**src/rtl/memctrl_if.sv**
```systemverilog
// rtl/memctrl_if.sv - memory bus request/response signal bundle for memctrl
interface memctrl_if;
    logic        bus_req_o;
    logic        bus_we_o;
    logic [31:0] bus_addr_o;
    logic [31:0] bus_wdata_o;
    logic [3:0]  bus_wstrb_o;
    logic        bus_gnt_i;
    logic        bus_rvalid_i;
    logic [31:0] bus_rdata_i;

    modport master (
        output bus_req_o, bus_we_o, bus_addr_o, bus_wdata_o, bus_wstrb_o,
        input  bus_gnt_i, bus_rvalid_i, bus_rdata_i
    );

    modport slave (
        input  bus_req_o, bus_we_o, bus_addr_o, bus_wdata_o, bus_wstrb_o,
        output bus_gnt_i, bus_rvalid_i, bus_rdata_i
    );
endinterface

```
**src/rtl/memctrl.sv**
```systemverilog
// rtl/memctrl.sv - load/store unit bridging the execute stage to a req/gnt/rvalid memory bus
module memctrl #(
    parameter int TIMEOUT_CYCLES = 255
) (
    input  logic        clk,
    input  logic        rst,
    input  logic        mem_re_i,
    input  logic        mem_we_i,
    input  logic [31:0] mem_raddr_i,
    input  logic [31:0] mem_waddr_i,
    input  logic [31:0] mem_wdata_i,
    input  logic [1:0]  byte_sel_i,
    input  logic        un_sign_i,
    input  logic [4:0]  rd_waddr_i,
    memctrl_if.master   bus,
    output logic        rd_we_o,
    output logic [4:0]  rd_waddr_o,
    output logic [31:0] rd_wdata_o,
    output logic        stall_o,
    output logic        misalign_o,
    output logic        err_o
);
    localparam logic [1:0] S_IDLE = 2'd0;
    localparam logic [1:0] S_REQ  = 2'd1;
    localparam logic [1:0] S_WAIT = 2'd2;
    localparam logic [1:0] S_DONE = 2'd3;
    localparam int CW = $clog2(TIMEOUT_CYCLES + 1);

    logic [1:0]    state_q, state_d;
    logic [31:0]   addr_q, addr_d;
    logic          we_q, we_d;
    logic [1:0]    bsel_q, bsel_d;
    logic          uns_q, uns_d;
    logic [4:0]    rd_q, rd_d;
    logic [31:0]   wdata_q, wdata_d;
    logic [3:0]    wstrb_q, wstrb_d;
    logic [31:0]   rdata_q, rdata_d;
    logic [CW-1:0] cnt_q, cnt_d;

    logic        req_any, misal, accept, in_idle, in_req, busy, timeout;
    logic [31:0] req_addr, st_data, sh_data, ld_data;
    logic [3:0]  st_strb;
    logic [15:0] ld_h;

    assign req_any  = mem_re_i | mem_we_i;
    assign req_addr = mem_re_i ? mem_raddr_i : mem_waddr_i;
    assign misal    = (byte_sel_i == 2'b11) ||
                      (byte_sel_i == 2'b01 && req_addr[0]) ||
                      (byte_sel_i == 2'b10 && req_addr[1:0] != 2'b00);
    assign in_idle  = (state_q == S_IDLE);
    assign in_req   = (state_q == S_REQ);
    assign busy     = in_req || (state_q == S_WAIT);
    assign accept   = in_idle && req_any && !misal;
    // Abort takes priority over a handshake arriving in the same cycle.
    assign timeout  = busy && (cnt_q == CW'(TIMEOUT_CYCLES));

    always_comb begin
        st_strb = 4'b1111;
        st_data = mem_wdata_i;
        case (byte_sel_i)
            2'b00: begin
                st_strb = 4'b0001 << req_addr[1:0];
                st_data = {4{mem_wdata_i[7:0]}};
            end
            2'b01: begin
                st_strb = 4'b0011 << req_addr[1:0];
                st_data = {2{mem_wdata_i[15:0]}};
            end
            default: ;
        endcase
    end

    always_comb begin
        state_d = state_q;
        addr_d  = addr_q;
        we_d    = we_q;
        bsel_d  = bsel_q;
        uns_d   = uns_q;
        rd_d    = rd_q;
        wdata_d = wdata_q;
        wstrb_d = wstrb_q;
        rdata_d = rdata_q;
        cnt_d   = cnt_q;
        case (state_q)
            S_IDLE: if (accept) begin
                state_d = S_REQ;
                addr_d  = req_addr;
                we_d    = !mem_re_i;
                bsel_d  = byte_sel_i;
                uns_d   = un_sign_i;
                rd_d    = rd_waddr_i;
                wdata_d = mem_re_i ? 32'd0 : st_data;
                wstrb_d = mem_re_i ? 4'd0 : st_strb;
                cnt_d   = '0;
            end
            S_REQ: begin
                cnt_d = cnt_q + CW'(1);
                if (timeout)            state_d = S_IDLE;
                else if (bus.bus_gnt_i) state_d = S_WAIT;
            end
            S_WAIT: begin
                cnt_d = cnt_q + CW'(1);
                if (timeout) state_d = S_IDLE;
                else if (bus.bus_rvalid_i) begin
                    state_d = S_DONE;
                    if (!we_q) rdata_d = bus.bus_rdata_i;
                end
            end
            default: state_d = S_IDLE;
        endcase
    end

    always_ff @(posedge clk) begin
        if (!rst) begin
            state_q <= S_IDLE;
            addr_q  <= '0;
            we_q    <= 1'b0;
            bsel_q  <= '0;
            uns_q   <= 1'b0;
            rd_q    <= '0;
            wdata_q <= '0;
            wstrb_q <= '0;
            rdata_q <= '0;
            cnt_q   <= '0;
        end else begin
            state_q <= state_d;
            addr_q  <= addr_d;
            we_q    <= we_d;
            bsel_q  <= bsel_d;
            uns_q   <= uns_d;
            rd_q    <= rd_d;
            wdata_q <= wdata_d;
            wstrb_q <= wstrb_d;
            rdata_q <= rdata_d;
            cnt_q   <= cnt_d;
        end
    end

    assign sh_data = rdata_q >> {addr_q[1:0], 3'b000};
    assign ld_h    = addr_q[1] ? rdata_q[31:16] : rdata_q[15:0];

    always_comb begin
        ld_data = rdata_q;
        case (bsel_q)
            2'b00:   ld_data = {{24{!uns_q && sh_data[7]}}, sh_data[7:0]};
            2'b01:   ld_data = {{16{!uns_q && ld_h[15]}}, ld_h};
            default: ;
        endcase
    end

    assign bus.bus_req_o   = in_req && !timeout;
    assign bus.bus_we_o    = in_req && we_q;
    assign bus.bus_addr_o  = in_req ? {addr_q[31:2], 2'b00} : 32'd0;
    assign bus.bus_wdata_o = in_req ? wdata_q : 32'd0;
    assign bus.bus_wstrb_o = in_req ? wstrb_q : 4'd0;

    assign rd_we_o    = (state_q == S_DONE) && !we_q && (rd_q != 5'd0);
    assign rd_waddr_o = rd_we_o ? rd_q : 5'd0;
    assign rd_wdata_o = rd_we_o ? ld_data : 32'd0;

    // Combinational request-side outputs are masked while reset is held.
    assign stall_o    = rst && ((busy && !timeout) || accept);
    assign misalign_o = rst && in_idle && req_any && misal;
    assign err_o      = rst && (timeout || (accept && mem_re_i && mem_we_i));
endmodule

```
**src/flat_wrapper.sv**
```systemverilog
// flat-port wrapper written by rule: the top's interface ports become plain ports
module memctrl_flat 
#(
    parameter int TIMEOUT_CYCLES = 255
)
  (clk, rst, mem_re_i, mem_we_i, mem_raddr_i, mem_waddr_i, mem_wdata_i, byte_sel_i, un_sign_i, rd_waddr_i, rd_we_o, rd_waddr_o, rd_wdata_o, stall_o, misalign_o, err_o, bus_bus_req_o, bus_bus_we_o, bus_bus_addr_o, bus_bus_wdata_o, bus_bus_wstrb_o, bus_bus_gnt_i, bus_bus_rvalid_i, bus_bus_rdata_i);
  memctrl_if bus_i ();
  input  logic clk;
  input  logic rst;
  input  logic mem_re_i;
  input  logic mem_we_i;
  input  logic [31:0] mem_raddr_i;
  input  logic [31:0] mem_waddr_i;
  input  logic [31:0] mem_wdata_i;
  input  logic [1:0] byte_sel_i;
  input  logic un_sign_i;
  input  logic [4:0] rd_waddr_i;
  output logic rd_we_o;
  output logic [4:0] rd_waddr_o;
  output logic [31:0] rd_wdata_o;
  output logic stall_o;
  output logic misalign_o;
  output logic err_o;
  output wire logic [$bits(bus_i.bus_req_o)-1:0] bus_bus_req_o;
  output wire logic [$bits(bus_i.bus_we_o)-1:0] bus_bus_we_o;
  output wire logic [$bits(bus_i.bus_addr_o)-1:0] bus_bus_addr_o;
  output wire logic [$bits(bus_i.bus_wdata_o)-1:0] bus_bus_wdata_o;
  output wire logic [$bits(bus_i.bus_wstrb_o)-1:0] bus_bus_wstrb_o;
  input wire logic [$bits(bus_i.bus_gnt_i)-1:0] bus_bus_gnt_i;
  input wire logic [$bits(bus_i.bus_rvalid_i)-1:0] bus_bus_rvalid_i;
  input wire logic [$bits(bus_i.bus_rdata_i)-1:0] bus_bus_rdata_i;
  assign bus_bus_req_o = bus_i.bus_req_o;
  assign bus_bus_we_o = bus_i.bus_we_o;
  assign bus_bus_addr_o = bus_i.bus_addr_o;
  assign bus_bus_wdata_o = bus_i.bus_wdata_o;
  assign bus_bus_wstrb_o = bus_i.bus_wstrb_o;
  assign bus_i.bus_gnt_i = bus_bus_gnt_i;
  assign bus_i.bus_rvalid_i = bus_bus_rvalid_i;
  assign bus_i.bus_rdata_i = bus_bus_rdata_i;
  memctrl #(.TIMEOUT_CYCLES(TIMEOUT_CYCLES)) u_core (.clk(clk), .rst(rst), .mem_re_i(mem_re_i), .mem_we_i(mem_we_i), .mem_raddr_i(mem_raddr_i), .mem_waddr_i(mem_waddr_i), .mem_wdata_i(mem_wdata_i), .byte_sel_i(byte_sel_i), .un_sign_i(un_sign_i), .rd_waddr_i(rd_waddr_i), .bus(bus_i), .rd_we_o(rd_we_o), .rd_waddr_o(rd_waddr_o), .rd_wdata_o(rd_wdata_o), .stall_o(stall_o), .misalign_o(misalign_o), .err_o(err_o));
endmodule
```
**config.mk**
```make
export PLATFORM = sky130hd
export DESIGN_NAME = memctrl_flat
export DESIGN_NICKNAME = d
export VERILOG_FILES = /design/src/rtl/memctrl_if.sv /design/src/rtl/memctrl.sv /design/src/flat_wrapper.sv
export SDC_FILE = /design/constraint.sdc
export NUM_CORES = 1
export LEC_CHECK = 0
export ABC_AREA = 1
export CORE_MARGIN = 1
export CORE_UTILIZATION = 45
export DETAILED_ROUTE_END_ITERATION = 8
export HOLD_SLACK_MARGIN = 0.06
export PLACE_DENSITY = 0.82
export SLEW_MARGIN = 20
export SYNTH_ARGS = -nofsm -noshare
export SYNTH_HDL_FRONTEND = slang
export SYNTH_SLANG_ARGS = --single-unit
```
**constraint.sdc**
```tcl
create_clock -name clk -period 2.35 [get_ports clk]
set_input_delay 0.47 -clock clk [delete_from_list [all_inputs] [get_ports clk]]
set_output_delay 0.47 -clock clk [all_outputs]
set_load 0.02 [all_outputs]
```
==> run summary <==
Outcome -> finished clean
Post-synthesis sequential area ratio -> 36.3%
Max Slew Vio Count -> 0
Die Y -> 123 um
WP data required -> 1880 ps
CP max stage cell -> dfxtp_2
WL/cell -> 14.7 um
Final Setup Violations -> 0
Die footprint -> 0.0151 mm^2
Worst vdd ir -> 0.575 mV
Vias/cell -> 5.00
Cell area after layout -> 0.0100 mm^2
Worst slew margin -> 46.0%
First-pass GRT wire length -> 34400 um
Worst Setup End Kind -> primary output
Share of layout cells above drive strength 1 -> 15.9%
Total Routing Usage GR -> 29.9%
Initial drt markers -> 693
DRT antenna net count -> 0
Die Wd -> 123 um
CTS tree -> done
Area after DPL -> 0.00947 mm^2
PortBufs -> 250
CORE AREA -> 0.0140 mm^2
Worst Path Max Fanout -> 3
Drt pass-1 iters -> 5
Maximum buffer depth of the clock tree -> 2
Crit-path cells -> buf_6, inv_6, ha_4, inv_2, nor2_4, nand3_4, buf_6, nor2_4, nand2_2, a21oi_2, buf_4
Final wirelength -> 22600 um
Fmax -> 426 MHz
Initial antenna violation count -> 1
Arrival time at the worst endpoint -> 1880 ps
Max cap viols -> 0
Vias in the first global route -> 7055
Setup TNS -> 0 ps
Yosys reg bits -> 119
CP Class -> reg -> out
Unrepaired setup endpoints after global routing -> true
Clock Skew -> 14.7 ps
Nets@finish -> 1491
Worst-margin pin slew -> 810 ps
Hold Vio Cnt, Final -> 0
Overflow after GRT -> 0
Cts bufs inserted -> 17
Avg Cell Area, Syn -> 6.10 um^2
FP Rows -> 43
Slowest cell delay on critical path -> 320 ps
Clk sinks -> 119
Inst Count DP -> 1498
Cells after Synth -> 1075
Clock latency on the worst-skew pair -> 420 ps
GPL Wtd Cong -> 0.897
Mapped Area -> 0.00656 mm^2
Startpoint Class -> flip-flop
Distinct cells, synth -> 32
Yosys warns -> 0
Ports -> 253
Root Driver -> clkbuf_16
Area grow syn2layout -> 53.1%
Min-Delay Path Class -> reg -> reg
Cell Pwr Density -> 793 mW/mm^2
Vias -> 7676
Largest net degree at the start of global routing -> 74
Period utilisation layout -> 99.8%
Fillers -> 1205
Initial Util -> 46.7%
Final cell count without fillers -> 1536
Sequential cell area -> 0.00239 mm^2
Post-route minimum period -> 2350 ps
Area occupied by multi-input gates -> 0.00343 mm^2
# DRC -> 0
Clock Pin Slew Worst Setup and Hold Paths -> 50 ps
Antenna cells -> 0
Final HPWL DP -> 15800 um
Leak pwr -> 5.04 nW
Final Core Density -> 71.5%
CTS H-tree depth -> 4
==> repair_timing <==
| action | 4_1_cts | 5_1_grt |
|---|---|---|
| gates cloned | 2 | 0 |
| resized for setup | 261 | 72 |
| endpoints found under the setup margin | 112 | 88 |
| endpoints found under the hold margin | 0 | 0 |
| hold buffers | 0 | 0 |
| buffers inserted | 1 | 3 |
| pin swaps | 6 | 8 |
==> worst max-delay path: cells and delay by family, from the launching register on <==
family / cells / cell delay, ps
AO/OA/AOI/OAI: 1 / 110
adder cells (fa/ha/maj): 1 / 130
flip-flops: 1 / 320
AND/OR/NAND/NOR: 4 / 390
buffers and inverters: 5 / 510
==> power by group <==
part	total [mW]	internal (mW)	switching [mW]
Combinational	2.97	1.27	1.70
Sequential	2.49	2.30	0.188
Clock	2.50	1.52	0.984
==> path summary, 6_finish.rpt <==
kind,slack [ps],from,cells after the start,to
max,4,u_core.state_q[1],11,err_o
min,460,u_core.addr_q[9],2,u_core.addr_q[9]
max reg2reg,230,u_core.state_q[1],12,u_core.rd_q[3]
min reg2reg,460,u_core.addr_q[9],2,u_core.addr_q[9]
==> layer usage <==
metal  global-route usage (%)  vias up  wire (um)
met4                     14.5        0        736
met5                        0        -          0
met3                     8.60       50       2020
li1                         -     3864          -
met2                     50.8      330      11000
met1                     34.3     3432       8800
==> flip-flops by register name, indices dropped and copies added (netlist names) <==
name            count
u_core.wdata_q     32
u_core.wstrb_q      4
u_core.rdata_q     32
u_core.cnt_q        8
u_core.rd_q         5
u_core.uns_q        1
u_core.state_q      2
u_core.addr_q      32
u_core.we_q         1
u_core.bsel_q       2
==> through the flow <==
stage | total power [mW] | worst slack, ps | hold WS (ps)
final | 7.96 | 3.94 | 464
after CTS | 7.87 | -93.0 | 462
after global routing | 8.39 | -83.5 | 482
after detailed placement | 5.19 | -540 | 453
after global placement | 5.14 | -516 | 449
after floorplan | 4.06 | 44.7 | 437
==> placed cells by master (no fill, tap or decap), types with 2 or more instances in the layout <==
master	netlist	final
buf_12	0	7
inv_4	1	2
inv_1	153	146
nand2_2	6	9
ha_4	0	2
dfxtp_2	0	4
or2_2	8	8
inv_2	1	6
buf_6	7	7
buf_2	17	19
clkdlybuf4s15_1	0	2
inv_6	0	3
clkbuf_2	2	18
a21oi_2	0	9
dfxtp_1	119	114
o21ai_1	1	2
nand2_4	0	2
o221ai_1	7	6
clkinv_2	1	2
clkbuf_16	0	17
nor2_1	88	77
conb_1	1	2
xnor2_1	2	2
dlygate4sd2_1	0	57
clkinvlp_4	0	6
clkdlybuf4s50_1	0	139
nor2_2	1	7
ha_1	6	3
o21ai_0	57	55
nand3_2	2	3
clkinv_4	0	3
o22ai_1	7	7
nand2_1	367	363
nand3_1	20	18
nor2_4	1	6
nor3_2	0	2
clkbuf_8	0	2
a21oi_1	153	144
buf_4	4	61
==> cells by family (layout without fill, tap and decap cells) <==
| logic type | after synthesis | after routing | synth area share [%] |
|---|---|---|---|
| other | 1 | 2 | 0.0572 |
| AOI/OAI and AO/OA | 227 | 227 | 18.0 |
| buffers and inverters | 221 | 500 | 14.1 |
| and+or+nand+nor | 499 | 500 | 30.1 |
| adders and majority gates | 6 | 6 | 1.14 |
| xor gates and xnor gates | 2 | 2 | 0.267 |
| DFF | 119 | 119 | 36.3 |
==> cells in the mapped netlist (all sizes together) <==
library cell  instances  share of area [%]
conb                  1              0.057
buf                  28                3.0
ha                    6                1.1
o221ai                7               0.93
clkbuf               37                2.2
a211oi                1               0.19
o211ai                1               0.11
o22ai                 7               0.67
xnor2                 2               0.27
clkinv                1              0.076
nand3                22                1.8
dfxtp               119                 36
inv                 155                8.9
nand4                 2               0.29
or2                   8               0.76
o21ai                58                4.4
nor3                  3               0.23
nand2               373                 22
nor2                 90                5.3
a21oi               153                 12
nand3b                1               0.11
==> layout make-up <==
type                    count  area share [%]
flip-flops and latches    119            23.8
inverters                 156            5.94
multi-input cells         737            34.2
clock buffers              19            4.51
repair buffers            312            28.1
clock inverters            13            1.23
well taps                 180            2.24
No activity file was read; power rests on OpenSTA's default activity.
